--- config.mk ---
export PLATFORM = sky130hd
export DESIGN_NAME = ternary_feed_seq
export DESIGN_NICKNAME = d
export VERILOG_FILES = /design/src/rtl/ternary_feed_seq.sv
export SDC_FILE = /design/constraint.sdc
export NUM_CORES = 1
export LEC_CHECK = 0
export BUFFER_PORTS_ARGS = -buffer_cell sky130_fd_sc_hd__buf_2
export CAP_MARGIN = 20
export CORE_ASPECT_RATIO = 1.75
export CORE_MARGIN = 3
export CORE_UTILIZATION = 43
export CTS_BUF_LIST = sky130_fd_sc_hd__clkbuf_4 sky130_fd_sc_hd__clkbuf_8
export DETAILED_ROUTE_END_ITERATION = 7
export GPL_ROUTABILITY_DRIVEN = 1
export PLACE_DENSITY = 0.73
export SLEW_MARGIN = 20
export SYNTH_ARGS = -nofsm -noshare
export SYNTH_HDL_FRONTEND = slang
export SYNTH_SLANG_ARGS = --single-unit
--- constraint.sdc ---
create_clock -name clk -period 1.5 [get_ports clk]
set_input_delay 0.15 -clock clk [delete_from_list [all_inputs] [get_ports clk]]
set_output_delay 0.15 -clock clk [all_outputs]
set_load 0.03 [all_outputs]
--- src/rtl/ternary_feed_seq.sv ---
`timescale 1ns/1ps
`default_nettype none
// ============================================================================
// Module   : ternary_feed_seq
// Brief    : Packs byte-stream steps into activation/ternary-weight words,
//            issues each step to the multiplier for one clock and streams back
//            the previous frame's per-row results.
// Revision : 1.0
// ============================================================================
module ternary_feed_seq #(
  parameter int BIT_WIDTH = 8,
  parameter int IN_LEN    = 14,
  parameter int OUT_LEN   = 7
) (
  input  logic                   clk,
  input  logic                   rst,
  input  logic [7:0]             in_data,
  input  logic                   in_valid,
  output logic                   in_ready,
  input  logic                   flush,
  output logic [2:0]             mult_row,
  output logic [2*BIT_WIDTH-1:0] mult_vec_in,
  output logic [2*IN_LEN-1:0]    mult_w,
  input  logic [BIT_WIDTH-1:0]   mult_vec_out,
  output logic [BIT_WIDTH-1:0]   res_data,
  output logic [2:0]             res_idx,
  output logic                   res_valid,
  output logic                   frame_done
);

  localparam int W_BYTES      = (2*IN_LEN + 7) / 8;
  localparam int c_step_bytes = 2 + W_BYTES;
  localparam int c_bcw        = $clog2(c_step_bytes);
  localparam logic [c_bcw-1:0] c_last_byte = c_bcw'(c_step_bytes - 1);
  localparam logic [3:0]       c_out_len   = 4'(OUT_LEN);

  typedef enum logic [0:0] {
    ST_GATHER = 1'b0,
    ST_ISSUE  = 1'b1
  } state_t;

  state_t                 state_q, state_d;
  logic [2:0]             step_q, step_d;
  logic [c_bcw-1:0]       byte_cnt_q, byte_cnt_d;
  logic [BIT_WIDTH-1:0]   act0_q, act0_d;
  logic [BIT_WIDTH-1:0]   act1_q, act1_d;
  logic [W_BYTES*8-1:0]   w_buf_q, w_buf_d;
  logic                   have_result_q, have_result_d;
  logic [BIT_WIDTH-1:0]   res_data_q, res_data_d;
  logic [2:0]             res_idx_q, res_idx_d;
  logic                   res_valid_q, res_valid_d;
  logic                   w_issue;
  logic                   w_accept;

  // Weight bits beyond 2*IN_LEN (top nibble of the last weight byte) are dropped.
  generate
    if (W_BYTES*8 > 2*IN_LEN) begin : g_pad
      logic w_pad_unused;
      assign w_pad_unused = ^w_buf_q[W_BYTES*8-1:2*IN_LEN];
    end
  endgenerate

  always_comb begin
    // Flush suppresses the issue pulse so the multiplier never sees a partial step.
    w_issue     = (state_q == ST_ISSUE) && !flush;
    in_ready    = (state_q == ST_GATHER) && !flush;
    w_accept    = in_valid && in_ready;
    mult_row    = step_q;
    mult_w      = w_issue ? w_buf_q[2*IN_LEN-1:0] : '0;
    mult_vec_in = w_issue ? {act1_q, act0_q} : '0;
    frame_done  = w_issue && (step_q == 3'd7);
    res_data    = res_data_q;
    res_idx     = res_idx_q;
    res_valid   = res_valid_q;

    state_d       = state_q;
    step_d        = step_q;
    byte_cnt_d    = byte_cnt_q;
    act0_d        = act0_q;
    act1_d        = act1_q;
    w_buf_d       = w_buf_q;
    have_result_d = have_result_q;
    res_data_d    = res_data_q;
    res_idx_d     = res_idx_q;
    res_valid_d   = 1'b0;

    if (flush) begin
      state_d    = ST_GATHER;
      step_d     = 3'd0;
      byte_cnt_d = '0;
    end else if (state_q == ST_ISSUE) begin
      state_d = ST_GATHER;
      step_d  = step_q + 3'd1;
      if (step_q == 3'd7) begin
        have_result_d = 1'b1;
      end
      if (have_result_q && ({1'b0, step_q} < c_out_len)) begin
        res_data_d  = mult_vec_out;
        res_idx_d   = step_q;
        res_valid_d = 1'b1;
      end
    end else if (w_accept) begin
      if (byte_cnt_q == c_last_byte) begin
        byte_cnt_d = '0;
        state_d    = ST_ISSUE;
      end else begin
        byte_cnt_d = byte_cnt_q + c_bcw'(1);
      end
      if (byte_cnt_q == c_bcw'(0)) act0_d = BIT_WIDTH'(in_data);
      if (byte_cnt_q == c_bcw'(1)) act1_d = BIT_WIDTH'(in_data);
      for (int i = 0; i < W_BYTES; i++) begin
        if (byte_cnt_q == c_bcw'(i + 2)) w_buf_d[i*8 +: 8] = in_data;
      end
    end
  end

  always_ff @(posedge clk) begin
    if (rst) begin
      state_q       <= ST_GATHER;
      step_q        <= 3'd0;
      byte_cnt_q    <= '0;
      act0_q        <= '0;
      act1_q        <= '0;
      w_buf_q       <= '0;
      have_result_q <= 1'b0;
      res_data_q    <= '0;
      res_idx_q     <= 3'd0;
      res_valid_q   <= 1'b0;
    end else begin
      state_q       <= state_d;
      step_q        <= step_d;
      byte_cnt_q    <= byte_cnt_d;
      act0_q        <= act0_d;
      act1_q        <= act1_d;
      w_buf_q       <= w_buf_d;
      have_result_q <= have_result_d;
      res_data_q    <= res_data_d;
      res_idx_q     <= res_idx_d;
      res_valid_q   <= res_valid_d;
    end
  end

endmodule
`default_nettype wire

* Word-level counts from Yosys, hierarchy flattened
Cells that the tools add are included.
Storage, ports and cells: output and inout bits 61, register bits 64, input port bits 20, word-level logic and storage cells 49
Cells by class: reductions and logical operators 19, bitwise gates (word level) 3, eq/ne operators 6, muxes and demuxes 5, add/subtract/negate cells 2, $lt $le $gt $ge 1
Operators by type and width (count):
- 28-bit 2-to-1 mux | 1
- 4-bit AND reduction | 6
- 16-bit 2-to-1 mux | 1
- 3-bit == test (second input constant) | 3
- 3-bit by 1-bit adder with 3-bit output (second input constant) | 2
- 3-bit by 2-bit == test with 1-bit output (second input constant) | 2
- 3-bit AND reduction | 2
- 1-bit logical AND | 5
- 4-bit OR reduction | 1
- 3-bit by 1-bit == test with 1-bit output (second input constant) | 1
- 3-bit logical NOT | 1
- 3-bit < comparator (second input constant) | 1
- 3-bit 2-to-1 mux | 1
- 1-bit inverter | 3
- 3-bit OR reduction | 1
- 1-bit 2-to-1 mux | 2
- 2-bit AND reduction | 1
- 2-bit OR reduction | 1
- 1-bit logical NOT | 1

* Logic depth before layout (Yosys ltp)
Gate-level depths: netlist of run 1.
depth in word-level cells 5, depth in mapped cells 6, mapped depth without buffers 5

* Worst setup path before layout of run 1
No wires, ideal clock.
path type flip-flop to output port, start point reg state_q, end point out mult_vec_in[0], buffers on the path 3, cell stages (with the launch flop) 6, arrival time 1.234 ns, required time 1.350 ns, setup slack 0.116 ns, path through dfxtp_1 > buf_6 > nor2b_1 > buf_2 > clkbuf_1 > and2_1
On the way: word-level cells in the longest chain between the ends 2
RTL lines:
- from (decl) | line 42 | state_t state_q, state_d;
- from (signal assigned) | line 130 | state_q <= state_d;
- 1-bit logical AND | line 65 | w_issue = (state_q == ST_ISSUE) && !flush;
- 16-bit 2-to-1 mux | line 70 | mult_vec_in = w_issue ? {act1_q, act0_q} : '0;
- to (decl) | line 22 | output logic [2*BIT_WIDTH-1:0] mult_vec_in,
No other way between the ends.

* Worst setup path in the final report of run 1
start point reg step_q[0] (netlist: mult_row[0]), end point out frame_done
On the way: word-level cells in the longest chain between the ends 2
RTL lines:
- from (decl) | line 43 | logic [2:0] step_q, step_d;
- from (signal assigned) | line 131 | step_q <= step_d;
- 3-bit == test | line 71 | frame_done = w_issue && (step_q == 3'd7);
- 1-bit logical AND | line 71
- to (decl) | line 28 | output logic frame_done
No other way between the ends.

==> impl_metrics.yaml, run 1 <==
final_layout:
  layout.nets: 402
  layoutNonFillerInstCount: 463
  antenna_cells: 0
  final_layout_size_suffix_gt1_share_pct: 38.4
  layout_commonest_cell: "nand2_1"
  stdcell_area_um2: 3860
  layout_common_cells: "nand2_1 (62), dfxtp_1 (59), mux2i_1 (54)"
  area_growth_pct: 38.3
power:
  pwr-share-seq_pct: 53.8
  ir_drop_mv: 0.474
  p_int_mw: 2.46
  finalPower_mw: 3.19
  sw_frac_of_total_pct: 22.9
  clock_power_share_pct: 41.3
  powerDensity_nw_per_um2: 828
  p_sw_mw: 0.730
  p_leak_nw: 1.82
  pwr-share-comb_pct: 4.9
placement:
  routabilityCongestion: 0.737
  place_area_um2: 3300
  hpwl_um: 4780
  pre_cts_slack_ps: 16.6
  port_buffers: 80
  placedCellCount: 446
global_route:
  grt_most_used_layer: "met2"
  antenna_found_initial: 0
  grt_pass1_vias: 2434
  grt_pass1_wl_um: 11400
  grt_max_degree: 27
  grt_overflow: 0
  met1_usage_pct: 22.3
  gr-usage-all-layers_pct: 20.1
  use_met2_pct: 34.2
  grt_use_met3_pct: 5.31
timing:
  finalHoldViolations: 0
  fin_crit_sh_pct: 101
  period_needed_ps: 1510
  setup_ws_ps: -12.2
  rsz0062_at_grt: "true"
  max_slew_margin_pct: 76.5
  setup_violations: 3
  tightest_slew_ps: 352
  finalClockSkew_ps: 7.53
  finalMaxSlewViolations: 0
  timing.fmax_mhz: 661
critical_path:
  slowest_delay_ps: 370
  critPathRequiredTime_ps: 1350
  start_kind: "register"
  critical_path.endpoint: "frame_done"
  rr_startpoint: "byte_cnt_q[1]"
  critPathKind: "reg -> out"
  worst_setup_path_end_kind: "output port"
  cpMaxStageDelayCell: "dfxtp_4"
  r2r_end: "w_buf_q[15]"
  critPathArrivalTime_ps: 1360
  path_cells: "ha_2 > ha_1 > and2_4 > buf_6"
  path_max_fanout: 5
  r2r.worst_path.cells: 5
  worstSetupStartpoint: "mult_row[0]"
  r2r_slack_ps: 120
floorplan:
  rows: 38
  initial_core_util_pct: 44.8
  io_pins: 81
  die_h_um: 113
  die_w_um: 66.9
  core_area_um2: 6230
  die_area_um2: 7520
logic_synthesis:
  synth_top_area_share_pct: 46.0
  ys_seq_area_share_pct: 46.0
  synth.largest_area_cell: "dfxtp_1"
  synth_fp_nets: 318
  synth-seq-cells: 64
  yosys_warnings: 0
  avgSynthCellArea_um2: 9.45
  synth.area.top_cells: "dfxtp_1 (46%), mux2i_1 (19%), and2_1 (11%)"
  synth_area_um2: 2790
  netlist_instances: 295
  ys_types: 34
clock_tree:
  cts.sinks: 64
  ctsHoldBuffers: 0
  cts_buffers: 9
  clock_latency_ps: 340
  root_buffer: "clkbuf_8"
  htree_levels: 3
  cts.clk_slew.worst_paths_ps: 70
  clock_path_buffers: 2
  cts_tree: "built"
route:
  routed_wl_um: 6940
  first_pass_iters: 4
  drt-wirelength-per-cell_um: 15.0
  via_per_inst: 4.99
  drt_iter0_drc: 80
  drc: 0
  vias: 2312
  ant_nets: 0
hold_path:
  min-delay-path-class: "in -> reg"
  hold_depth: 3
outcome:
  status: "complete, but fails checks"
  violations: "negative setup slack"
job:
  max_cap_violations: 0
==> cells in the mapped netlist <==
cell      count
nor2_1       16
a31oi_1       1
and2_1       47
buf_2         3
o221a_2       2
inv_1         2
and4bb_2      1
mux2i_1      54
and3_1        1
nor4b_2       1
or2_2         1
and4_1        1
a21oi_2       1
nand2_2       1
and2b_1       2
nand3_1       2
nand3b_4      1
clkbuf_1     13
inv_2         1
nand2_1      62
buf_4         2
a211o_1       1
xnor2_1       2
a31oi_2       1
dfxtp_1      64
o221a_1       1
or3b_4        1
a21oi_1       1
nor2b_1       2
and2_0        1
buf_6         1
ha_1          3
nand4_2       1
o21ai_0       1
==> critical path: cells and delay by family, from the launching register on <==
kind	cells	cell delay [ps]
AND/OR/NAND/NOR	1	160
flip-flops	1	370
buffers and inverters	1	130
adder cells (fa/ha/maj)	2	370
==> cell type report <==
type | count | area [um^2]
inverters | 3 | 11.3
flip-flops and latches | 64 | 1290
repair buffers | 92 | 805
multi-input cells | 209 | 1470
well taps | 80 | 100
clock inverters | 3 | 17.5
clock buffers | 12 | 159
fillers | 530 | 2370
==> power by group through the flow <==
stage | Combinational, mW | Sequential, mW | Clock [mW]
floorplan | 0.0892 | 1.76 | 0
global placement | 0.151 | 1.76 | 0
detailed placement | 0.154 | 1.76 | 0
CTS | 0.156 | 1.72 | 1.34
global route | 0.170 | 1.72 | 1.42
finish | 0.157 | 1.72 | 1.32
==> routing by layer <==
layer	vias to the layer above	part of all wire (%)
li1	1132	-
met1	1111	38
met2	51	54
met3	18	3.9
met4	0	3.5
met5	-	0
==> metrics by stage <==
step	utilization [%]	hold WS [ps]	TNS, ps
CTS	61.1	44.4	-815
global placement	53.0	397	0
global route	61.9	61.4	-2180
floorplan	-	292	0
detailed placement	53.0	406	0
finish	61.9	53.8	-20.0
==> registers in the layout, indices dropped and copies added (netlist names) <==
signal,flops
have_result_q,1
res_data,8
state_q,1
act1_q,8
act0_q,8
res_valid,1
mult_row,3
res_idx,3
w_buf_q,28
byte_cnt_q,3
==> worst min-delay path by stage <==
stage / to / startpoint
finish: res_data[0] / mult_vec_out[0]
global route: res_data[4] / mult_vec_out[4]
CTS: res_data[6] / mult_vec_out[6]
detailed placement: res_data[0] / mult_vec_out[0]
global placement: res_data[3] / mult_vec_out[3]
floorplan: res_data[0] / mult_vec_out[0]
==> cell families (layout without fill, tap and decap cells) <==
family / after synthesis / after routing / share of synthesized area (%)
buffers and inverters: 22 / 110 / 3.64
adders and majority gates: 3 / 3 / 1.35
AOI/OAI and AO/OA: 9 / 9 / 2.87
muxes: 54 / 54 / 19.4
and+or+nand+nor: 141 / 141 / 26.2
DFF: 64 / 64 / 46.0
xor gates and xnor gates: 2 / 2 / 0.628
==> repair_timing <==
| item | CTS | global route |
|---|---|---|
| setup buffers | 3 | 0 |
| endpoints found under the hold margin | 0 | 0 |
| gates cloned | 1 | 0 |
| setup endpoints to repair | 45 | 58 |
| gates resized for setup | 99 | 28 |
| pin swaps | 14 | 0 |
No activity file was read; power rests on OpenSTA's default activity.
==> inputs of run 2 (changes only) <==
--- a/config.mk
+++ b/config.mk
@@ -7,7 +7,6 @@
 export LEC_CHECK = 0
 export BUFFER_PORTS_ARGS = -buffer_cell sky130_fd_sc_hd__buf_2
 export CAP_MARGIN = 20
-export CORE_ASPECT_RATIO = 1.75
 export CORE_MARGIN = 3
 export CORE_UTILIZATION = 43
 export CTS_BUF_LIST = sky130_fd_sc_hd__clkbuf_4 sky130_fd_sc_hd__clkbuf_8
==> impl_metrics.yaml, run 2 (synthesized netlist as in run 1, its figures left out) <==
outcome:
  status: "complete, but fails checks"
  violations: "negative setup slack"
critical_path:
  cpMaxStageDelayCell: "dfxtp_4"
  slowest_delay_ps: 370
  r2r_end: "act0_q[0]"
  start_kind: "register"
  critPathBufInv: 2
  r2r.worst_path.cells: 4
  cp_top_family: "flip-flops"
  rr_startpoint: "byte_cnt_q[1]"
  worst_setup_path_end_kind: "output port"
  path_cells: "nor2b_4 > buf_12 > and2_1 > buf_6"
  r2r_slack_ps: 110
  critPathArrivalTime_ps: 1380
  path_max_fanout: 39
  critPathRequiredTime_ps: 1350
  critPathKind: "reg -> out"
timing:
  finalMaxSlewViolations: 0
  setup_violations: 17
  max_slew_margin_pct: 74.7
  timing.fmax_mhz: 652
  rsz0062_at_grt: "true"
  finalHoldViolations: 0
  setup_ws_ps: -33.8
  tightest_slew_ps: 379
  finalClockSkew_ps: 4.78
  fin_crit_sh_pct: 102
  period_needed_ps: 1530
placement:
  pre_cts_slack_ps: 0.713
  routabilityCongestion: 0.873
  hpwl_um: 4680
  place_area_um2: 3280
  port_buffers: 80
  placedCellCount: 441
global_route:
  grt_overflow: 0
  grt_pass1_wl_um: 10900
  gr-usage-all-layers_pct: 18.7
  grt_max_degree: 40
  grt_pass1_vias: 2243
  antenna_found_initial: 0
final_layout:
  layout_common_cells: "nand2_1 (62), dfxtp_1 (60), mux2i_1 (54)"
  layout_commonest_cell: "nand2_1"
  largest_reg_flops: 28
  layoutNonFillerInstCount: 456
  final_layout_size_suffix_gt1_share_pct: 32.8
  antenna_cells: 0
  stdcell_area_um2: 3790
  area_growth_pct: 35.9
  multi_input_area_um2: 1430
  seq_area_um2: 1290
  top_register: "w_buf_q"
  final.fill_count: 522
  layout.nets: 402
power:
  finalPower_mw: 3.21
  p_leak_nw: 1.79
  ir_drop_mv: 0.484
  powerDensity_nw_per_um2: 846
clock_tree:
  cts_tree: "built"
  clock_path_buffers: 2
  clock_latency_ps: 330
  ctsHoldBuffers: 0
  cts.clk_slew.worst_paths_ps: 60
  cts_buffers: 9
  htree_levels: 3
  root_buffer: "clkbuf_8"
  cts.sinks: 64
route:
  vias: 2245
  ant_nets: 0
  drt-wirelength-per-cell_um: 14.5
  via_per_inst: 4.92
  drt_iter0_drc: 79
  first_pass_iters: 5
  routed_wl_um: 6630
  drc: 0
floorplan:
  initial_core_util_pct: 45.7
  die_area_um2: 7480
  core_area_um2: 6100
  die_h_um: 86.5
  die_w_um: 86.5
  io_pins: 81
  rows: 28
hold_path:
  min-delay-path-class: "in -> reg"
  hold_start: "mult_vec_out[7]"
  hold_end: "res_data[7]"
  hold_depth: 3
job:
  max_cap_violations: 0
[run 2: changes by cell type in the layout (fill, tap and decap cells not counted), sizes merged]
cell | previous run | this run
clkinvlp | 1 | 0
clkbuf | 12 | 13
clkinv | 2 | 0
[run 2: metrics by stage]
step / util (%) / hold WS (ps) / setup TNS (ps)
2_1_floorplan: - / 292 / 0
3_3_place_gp: 53.8 / 400 / 0
3_5_place_dp: 53.8 / 405 / 0
4_1_cts: 61.5 / 46.8 / -639
5_1_grt: 62.2 / 49.0 / -2800
6_report: 62.2 / 60.7 / -191
[run 2: power by group]
part	internal, mW	switching [mW]	leakage (nW)
clock network	0.753	0.582	0.0935
logic	0.0568	0.0970	1.18
registers	1.71	0.00749	0.519
[run 2: worst max-delay path by stage]
stage / cells after the start / startpoint / slack [ps] / endpoint
2_1_floorplan: 5 / state_q / 120 / mult_vec_in[0]
3_3_place_gp: 4 / byte_cnt_q[1] / 110 / act0_q[6]
3_5_place_dp: 5 / byte_cnt_q[0] / 0.7 / w_buf_q[10]
4_1_cts: 4 / state_q / -40 / mult_vec_in[14]
5_1_grt: 4 / state_q / -100 / mult_vec_in[5]
6_report: 4 / state_q / -30 / mult_vec_in[14]
[run 2: area by class of cell]
| class | count | share of cell area (%) |
|---|---|---|
| flip-flops and latches | 64 | 34.1 |
| clock buffers | 13 | 4.72 |
| repair buffers | 92 | 20.5 |
| multi-input cells | 209 | 37.8 |
| well taps | 75 | 2.48 |
| inverters | 3 | 0.297 |
[run 2: timing repair]
item | in CTS | in global routing
endpoints found under the hold margin | 0 | 0
resized for setup | 92 | 10
setup endpoints to repair | 48 | 49
buffers inserted | 1 | 1
[run 2: worst reg2reg max path: stages, from the launching register on]
cell and delay, ps:
dfxtp_1 310, buf_4 150, nor4b_2 360, nand2_1 270
mux2i_1 180
[run 2: routing by layer]
layer | track usage [%] | vias to the layer above | wire, um
met5 | 0 | - | 0
met4 | 9.07 | 0 | 152
met3 | 4.56 | 12 | 353
met2 | 29.7 | 66 | 3120
met1 | 23.7 | 1037 | 3010
li1 | - | 1130 | -
==> inputs of run 3 (changes only) <==
--- a/config.mk
+++ b/config.mk
@@ -12,6 +12,7 @@
 export CTS_BUF_LIST = sky130_fd_sc_hd__clkbuf_4 sky130_fd_sc_hd__clkbuf_8
 export DETAILED_ROUTE_END_ITERATION = 7
 export GPL_ROUTABILITY_DRIVEN = 1
+export GPL_TIMING_DRIVEN = 0
 export PLACE_DENSITY = 0.73
 export SLEW_MARGIN = 20
 export SYNTH_ARGS = -nofsm -noshare
==> impl_metrics.yaml, run 3 (synthesized netlist as in run 1, its figures left out) <==
outcome:
  status: "complete, but fails checks"
  violations: "negative setup slack"
route:
  drt-wirelength-per-cell_um: 16.1
  first_pass_iters: 4
  route.met3.wl_um: 379
  drc: 0
  routed_wl_um: 7620
  via_per_inst: 5.07
  dr.max_layer_used: "met4"
  ant_nets: 0
  wl_met2_um: 3670
  drt_iter0_drc: 77
  vias: 2403
  wl_met1_um: 3380
critical_path:
  worst_setup_path_end_kind: "output port"
  rr_startpoint: "byte_cnt_q[1]"
  critPathArrivalTime_ps: 1420
  worstSetupStartpoint: "state_q"
  path_max_fanout: 10
  start_kind: "register"
  critPathKind: "reg -> out"
  critPathRequiredTime_ps: 1350
clock_tree:
  cts_tree: "built"
  cts.sinks: 64
  htree_levels: 3
  ctsHoldBuffers: 0
  clock_path_buffers: 2
  clock_latency_ps: 350
  cts_buffers: 9
  cts.clk_slew.worst_paths_ps: 70
  root_buffer: "clkbuf_8"
placement:
  port_buffers: 80
  routabilityCongestion: 0.776
  place_area_um2: 3280
  pre_cts_slack_ps: -257
  hpwl_um: 4970
final_layout:
  multi_input_area_um2: 1530
  final.fill_count: 500
  final_layout_size_suffix_gt1_share_pct: 43.6
  seq_area_um2: 1300
  layout.nets: 417
  layout_commonest_cell: "nand2_1"
  layout_common_cells: "nand2_1 (62), dfxtp_1 (59), mux2i_1 (54)"
  antenna_cells: 0
  top_register: "w_buf_q"
  area_growth_pct: 45.7
  largest_reg_flops: 28
  stdcell_area_um2: 4060
timing:
  period_needed_ps: 1570
  max_slew_margin_pct: 61.8
  fin_crit_sh_pct: 105
  rsz0062_at_grt: "true"
  setup_violations: 41
  timing.fmax_mhz: 638
  final.setup.tns_ps: -1730
  finalClockSkew_ps: 7.09
  tightest_slew_ps: 573
  setup_ws_ps: -67.9
  finalMaxSlewViolations: 0
  finalHoldViolations: 0
hold_path:
  hold_start: "mult_vec_out[7]"
  min-delay-path-class: "in -> reg"
floorplan:
  initial_core_util_pct: 45.7
  core_area_um2: 6100
  die_h_um: 86.5
  die_w_um: 86.5
  io_pins: 81
  rows: 28
  die_area_um2: 7480
power:
  powerDensity_nw_per_um2: 866
  finalPower_mw: 3.52
  p_leak_nw: 1.91
  ir_drop_mv: 0.574
global_route:
  grt_pass1_wl_um: 12100
  grt_overflow: 0
  gr-usage-all-layers_pct: 21.1
  grt_max_degree: 13
  grt_pass1_vias: 2416
  antenna_found_initial: 0
job:
  max_cap_violations: 0
==> run 3: final timing paths <==
check / to / slack, ps / cells past startpoint
setup / recovery: mult_w[23] / -70 / 5
hold / removal: res_data[7] / 50 / 3
setup reg to reg: w_buf_q[10] / 70 / 6
hold reg to reg: res_data[4] / 460 / 2
==> run 3: through the flow <==
stage / hold WS (ps) / std cells / utilization, %
detailed placement: 407 / 450 / 53.8
finish: 52.6 / 474 / 66.6
global route: 49.3 / 474 / 66.6
global placement: 399 / 450 / 53.8
floorplan: 292 / 295 / -
CTS: 43.9 / 470 / 65.4
==> run 3: power by group <==
part / switching, mW / total (mW) / internal [mW] / leakage, nW
clock network: 0.711 / 1.64 / 0.933 / 0.101
logic: 0.105 / 0.159 / 0.0547 / 1.29
registers: 0.00988 / 1.72 / 1.71 / 0.520
==> run 3: final cells by class <==
cell class | instances | share of cell area, %
Tap cell | 75 | 2.31
Timing Repair Buffer | 89 | 18.7
Sequential cell | 64 | 31.9
Inverter | 3 | 0.277
Clock buffer | 9 | 3.05
Multi-Input combinational cell | 209 | 37.6
Clock inverter | 7 | 2.37
Buffer | 18 | 3.73
==> run 3: layer usage <==
layer,track usage (%),vias up
met1,27.0,1164
li1,-,1163
met3,5.23,17
met4,9.92,0
met5,0,-
met2,33.2,59
==> run 3: timing repair <==
action | in CTS | in global routing
endpoints found under the hold margin | 0 | 0
setup endpoints to repair | 53 | 72
buffers inserted | 3 | 6
gates resized for setup | 152 | 18
gates cloned | 1 | 1
pin swaps | 2 | 9
==> run 3: worst max-delay path, stage by stage (launching register included) <==
cell and delay [ps]:
dfxtp_2 330, nor2b_4 160, buf_8 160, buf_8 130, and2_1 150, buf_6 140
